==> src/rtl/ast_packet_arbiter.sv <==
// Packet-atomic round-robin arbiter merging N_REQ Avalon-ST sources onto one
// stream; each output beat carries the granted requester index on ast_channel_o.
module ast_packet_arbiter #(
  parameter int N_REQ     = 4,
  parameter int DATA_W    = 64,
  parameter int EMPTY_W   = 3,
  parameter int CHANNEL_W = 4
) (
  input  logic                     clk,
  input  logic                     srst_i,
  input  logic [N_REQ*DATA_W-1:0]  ast_data_i,
  input  logic [N_REQ-1:0]         ast_startofpacket_i,
  input  logic [N_REQ-1:0]         ast_endofpacket_i,
  input  logic [N_REQ-1:0]         ast_valid_i,
  input  logic [N_REQ*EMPTY_W-1:0] ast_empty_i,
  output logic [N_REQ-1:0]         ast_ready_o,
  output logic [DATA_W-1:0]        ast_data_o,
  output logic                     ast_startofpacket_o,
  output logic                     ast_endofpacket_o,
  output logic                     ast_valid_o,
  output logic [EMPTY_W-1:0]       ast_empty_o,
  output logic [CHANNEL_W-1:0]     ast_channel_o,
  input  logic                     ast_ready_i
);

  localparam int GW = (N_REQ > 1) ? $clog2(N_REQ) : 1;

  typedef enum logic {IDLE = 1'b0, BUSY = 1'b1} state_t;

  state_t                          r_state, w_state_nxt;
  logic [GW-1:0]                   r_grant, r_last, w_pick;
  logic                            w_found;
  logic                            w_load, w_accept;

  logic [N_REQ-1:0][DATA_W-1:0]    w_data;
  logic [N_REQ-1:0][EMPTY_W-1:0]   w_empty;
  logic [N_REQ-1:0]                w_elig;

  logic [DATA_W-1:0]               r_data;
  logic                            r_sop, r_eop, r_valid;
  logic [EMPTY_W-1:0]              r_empty;
  logic [CHANNEL_W-1:0]            r_channel;

  for (genvar g = 0; g < N_REQ; g++) begin : g_lane
    assign w_data[g]  = ast_data_i[g*DATA_W +: DATA_W];
    assign w_empty[g] = ast_empty_i[g*EMPTY_W +: EMPTY_W];
    // Only a valid start-of-packet beat may win arbitration.
    assign w_elig[g]  = ast_valid_i[g] & ast_startofpacket_i[g];
  end

  // Search starts one past the previous winner so every requester gets a turn.
  always_comb begin
    w_found = 1'b0;
    w_pick  = r_last;
    for (int k = 1; k <= N_REQ; k++) begin
      if (!w_found && w_elig[(int'(r_last) + k) % N_REQ]) begin
        w_found = 1'b1;
        w_pick  = GW'((int'(r_last) + k) % N_REQ);
      end
    end
  end

  assign w_load   = !r_valid || ast_ready_i;
  assign w_accept = (r_state == BUSY) && ast_valid_i[r_grant] && w_load;

  always_comb begin
    ast_ready_o = '0;
    if (r_state == BUSY)
      ast_ready_o[r_grant] = w_load;
  end

  always_comb begin
    w_state_nxt = r_state;
    case (r_state)
      IDLE:    if (w_found) w_state_nxt = BUSY;
      BUSY:    if (w_accept && ast_endofpacket_i[r_grant]) w_state_nxt = IDLE;
      default: w_state_nxt = IDLE;
    endcase
  end

  always_ff @(posedge clk) begin
    if (srst_i) begin
      r_state <= IDLE;
      r_grant <= '0;
      r_last  <= GW'(N_REQ - 1);
    end else begin
      r_state <= w_state_nxt;
      if (r_state == IDLE && w_found) begin
        r_grant <= w_pick;
        r_last  <= w_pick;
      end
    end
  end

  // Single output stage: loads on an accepted beat, otherwise drains when the
  // sink takes the held beat, and holds every field while stalled.
  always_ff @(posedge clk) begin
    if (srst_i) begin
      r_valid   <= 1'b0;
      r_sop     <= 1'b0;
      r_eop     <= 1'b0;
      r_data    <= '0;
      r_empty   <= '0;
      r_channel <= '0;
    end else if (w_accept) begin
      r_valid   <= 1'b1;
      r_sop     <= ast_startofpacket_i[r_grant];
      r_eop     <= ast_endofpacket_i[r_grant];
      r_data    <= w_data[r_grant];
      r_empty   <= w_empty[r_grant];
      r_channel <= CHANNEL_W'(r_grant);
    end else if (w_load) begin
      r_valid   <= 1'b0;
    end
  end

  assign ast_valid_o         = r_valid;
  assign ast_startofpacket_o = r_sop;
  assign ast_endofpacket_o   = r_eop;
  assign ast_data_o          = r_data;
  assign ast_empty_o         = r_empty;
  assign ast_channel_o       = r_channel;

endmodule

==> config.mk <==
export PLATFORM = sky130hd
export DESIGN_NAME = ast_packet_arbiter
export DESIGN_NICKNAME = d
export VERILOG_FILES = /design/src/rtl/ast_packet_arbiter.sv
export SDC_FILE = /design/constraint.sdc
export NUM_CORES = 1
export LEC_CHECK = 0
export CORE_AREA = 2 2 139 141
export CTS_CLUSTER_SIZE = 28
export DETAILED_ROUTE_END_ITERATION = 10
export DIE_AREA = 0 0 141 143
export HOLD_SLACK_MARGIN = 0.03
export MAX_ROUTING_LAYER = met4
export PLACE_DENSITY_LB_ADDON = 0.12
export REMOVE_ABC_BUFFERS = 1
export SETUP_SLACK_MARGIN = 0.02
export SYNTH_ARGS = -nofsm -noshare
export SYNTH_HDL_FRONTEND = slang
export SYNTH_SLANG_ARGS = --single-unit
==> constraint.sdc <==
create_clock -name clk -period 2.2 [get_ports clk]
set_clock_uncertainty 0.15 [all_clocks]
set_input_delay 0.44 -clock clk [delete_from_list [all_inputs] [get_ports clk]]
set_output_delay 0.44 -clock clk [all_outputs]
set_load 0.02 [all_outputs]
==> results.json <==
{
  "rrSetupSlack_ns": 0.33,
  "cp-endpoint": "ast_ready_o[3]",
  "num_rows": 50,
  "io_buffers": 358,
  "drv_slew": 0,
  "hp-start": "srst_i",
  "worstPathArrival_ns": 1.50,
  "netSwitchingPower_mw": 1.65,
  "post-route-min-period_ns": 2.09,
  "core-area_mm2": 0.0186,
  "p_sw_frac": 0.285,
  "via_count": 4865,
  "gp_congestion": 0.742,
  "synthCells": 446,
  "grt_pass1_vias": 4950,
  "reg2reg_to": "ast_data_o[45]$_SDFFE_PP0P_",
  "cts_tree": "done",
  "finalHoldWorstSlack_ns": 0.290,
  "clock_latency_ns": 0.33,
  "critPathMaxFanout": 4,
  "reg2reg_from": "r_grant[1]$_SDFFE_PP0P_",
  "endpoint_kind": "output port",
  "numCtsBuffers": 9,
  "combPwrFrac": 0.403,
  "avgSynthCellArea_um2": 10.1,
  "dp_hpwl_mm": 13.8,
  "nets": 1078,
  "synth.distinct_cells": 29,
  "synth_compound_area_frac": 0.105,
  "worstPathRequired_ns": 1.61,
  "synthMuxAreaShare": 0.351,
  "clock.fmax_ghz": 0.477,
  "cp-start-kind": "input port",
  "postPlaceCellArea_mm2": 0.00838,
  "pwr-share-seq": 0.290,
  "fin_crit_sh": 0.952,
  "p_int_mw": 4.12,
  "ant_nets": 0,
  "grt_max_degree": 36,
  "drive_gt1_frac": 0.146,
  "min_path_type": "input port to flip-flop",
  "synth.largest_area_cell": "mux4_2",
  "clk_path_buf_depth": 2,
  "root_buffer": "clkbuf_16",
  "first_pass_iters": 4,
  "cts.sinks": 77,
  "synth_top_family_by_area": "multiplexers",
  "seqCellArea_mm2": 0.00155,
  "syn_area_mm2": 0.00449,
  "yosys.area_share.adder": 0,
  "n_fill_cell": 1691,
  "multi_input_area_mm2": 0.00274,
  "drc": 0,
  "p_leak_nw": 3.02,
  "die_w_um": 141,
  "max_cap_violations": 0,
  "grt_antenna_before_repair": 2,
  "wl_per_cell_um": 16.6,
  "grt.overflow.total": 0,
  "hold_buffers": 0,
  "initial_utilization": 0.242,
  "drt-total-wl_mm": 17.1,
  "grt_pass1_wl_mm": 25.5,
  "ys_seq_elements": 77,
  "status": "finished, final reports clean",
  "finalInstanceArea_mm2": 0.00873,
  "ios": 361,
  "yosys_warnings": 0,
  "drtIter0Drc": 126,
  "p_clk_frac": 0.307,
  "synth-xor-area-share": 0,
  "synth.area.top_cells": "mux4_2 (35%), dfxtp_1 (34%), nand2_1 (13%), a21oi_1 (8.5%), buf_4 (1.8%)",
  "htree_num_levels": 3,
  "area_growth_pct": 94.4,
  "synth_top_cell_area_share": 0.351,
  "grt_setup_unrepaired": "no",
  "routed_via_density": 4.70,
  "r2r_cells": 6,
  "crit_type": "input port to output port",
  "ys_seq_area_frac": 0.343,
  "synthSimpleGateAreaFrac": 0.148,
  "crit_start": "ast_ready_i",
  "cts.clk_slew.worst_paths_ns": 0.06,
  "vdd_drop_max_uv": 340,
  "dieArea_mm2": 0.0202,
  "grt_usage": 0.168,
  "cts_setup_buffers": 0,
  "die_h_um": 143,
  "hold_viol": 0,
  "setup_viol": 0,
  "powerDensity_mw_per_mm2": 661
}
==> worst max-delay path: stages <==
cell and delay, ns:
clkdlybuf4s50_1 0.40, nand2b_1 0.16, and2_4 0.18, and3_1 0.18
buf_2 0.15
==> Yosys cell counts (all sizes together) <==
cell and n:
inv 2, buf 26, nand2 150, o311a 1
dfxtp 77, a22oi 2, conb 1, a311oi 1
nand3 2, a31oi 1, mux4 70, nand2b 1
clkbuf 16, o221a 1, and3b 1, nor3b 1
nor2 4, and3 2, nor3 1, and2 4
a31o 2, o211ai 2, a21oi 76, nand3b 1
o21ai 1
==> registers in the layout, indices dropped and copies added, names as in the netlist <==
register and count:
ast_channel_o 2, ast_data_o 64, ast_empty_o 3, ast_endofpacket_o 1, ast_startofpacket_o 1, ast_valid_o 1
r_grant 2, r_last 2, r_state 1
==> through the flow <==
step	power (mW)	setup TNS, ns	cells	utilization	worst slack (ns)
after floorplan	2.92	-240.98	405	-	-3.41
after global placement	4.05	-7.80	1018	0.451	-0.388
after detailed placement	4.07	-9.94	1018	0.451	-0.409
after CTS	5.88	0	1033	0.469	0.0224
after global routing	6.09	0	1035	0.470	0.0335
final	5.77	0	1035	0.470	0.105
==> routing by layer <==
layer | GRT usage | vias up | part of all wire
met1 | 0.181 | 2309 | 0.39
met5 | - | - | 0
met3 | 0.0439 | 24 | 0.077
li1 | - | 2321 | -
met2 | 0.298 | 211 | 0.51
met4 | 0.0600 | 0 | 0.021
==> worst min-delay path by stage <==
stage	end	slack (ns)	cells after the start
floorplan	ast_valid_o$_SDFFE_PP0P_	0.34	2
global route	r_grant[1]$_SDFFE_PP0P_	0.29	2
CTS	ast_data_o[31]$_SDFFE_PP0P_	0.27	2
detailed placement	ast_data_o[31]$_SDFFE_PP0P_	0.30	2
finish	ast_data_o[31]$_SDFFE_PP0P_	0.29	2
global placement	ast_empty_o[2]$_SDFFE_PP0P_	0.29	2
==> power by group through the flow <==
stage	Combinational, mW	Clock (mW)	Sequential, mW
6_report	2.32	1.77	1.68
3_5_place_dp	2.36	0	1.71
5_1_grt	2.49	1.90	1.70
3_3_place_gp	2.35	0	1.70
2_1_floorplan	0.899	0	2.02
4_1_cts	2.37	1.84	1.68
==> cell usage in the layout, fill, tap and decap left out <==
cell | netlist | routed
buf_12 | 0 | 5
a31o_2 | 1 | 1
clkbuf_8 | 0 | 1
a311oi_1 | 1 | 1
nand3b_1 | 1 | 1
o211ai_1 | 2 | 2
o311a_1 | 1 | 1
diode_2 | 0 | 2
clkbuf_1 | 16 | 1
buf_4 | 11 | 16
and3b_1 | 1 | 1
a21oi_1 | 76 | 76
a22oi_1 | 2 | 2
and2_4 | 0 | 1
nand3_1 | 1 | 1
and2_1 | 4 | 3
and3_1 | 2 | 1
clkdlybuf4s50_1 | 0 | 353
bufinv_16 | 0 | 3
dfxtp_4 | 0 | 2
clkbuf_16 | 0 | 10
nor3b_2 | 0 | 1
mux4_2 | 70 | 70
and3_2 | 0 | 1
a31oi_1 | 1 | 1
o221a_1 | 1 | 1
nand2_1 | 150 | 150
o21ai_0 | 1 | 1
nand3_4 | 0 | 1
nor2_1 | 4 | 4
nor3_1 | 1 | 1
a31o_1 | 1 | 1
nand2b_1 | 1 | 1
dfxtp_1 | 77 | 75
inv_1 | 2 | 2
buf_2 | 14 | 5
conb_1 | 1 | 2
==> final cells by class <==
type                    instances  area share
repair buffers                379       0.433
multi-input cells             326       0.313
flip-flops and latches         77       0.178
well taps                     234      0.0336
clock buffers                  12      0.0307
clock inverters                 3      0.0103
inverters                       2    0.000860
diodes                          2    0.000574
==> what timing repair did <==
action / CTS / global route
setup endpoints to repair: 4 / 2
endpoints found under the hold margin: 0 / 0
resized for setup: 17 / 2
==> cell families after synthesis <==
| logic type | Yosys count |
|---|---|
| muxes | 70 |
| buffers and inverters | 44 |
| DFF | 77 |
| other | 1 |
| AOI/OAI and AO/OA | 87 |
| and+or+nand+nor | 167 |
No activity file was read; power rests on OpenSTA's default activity.
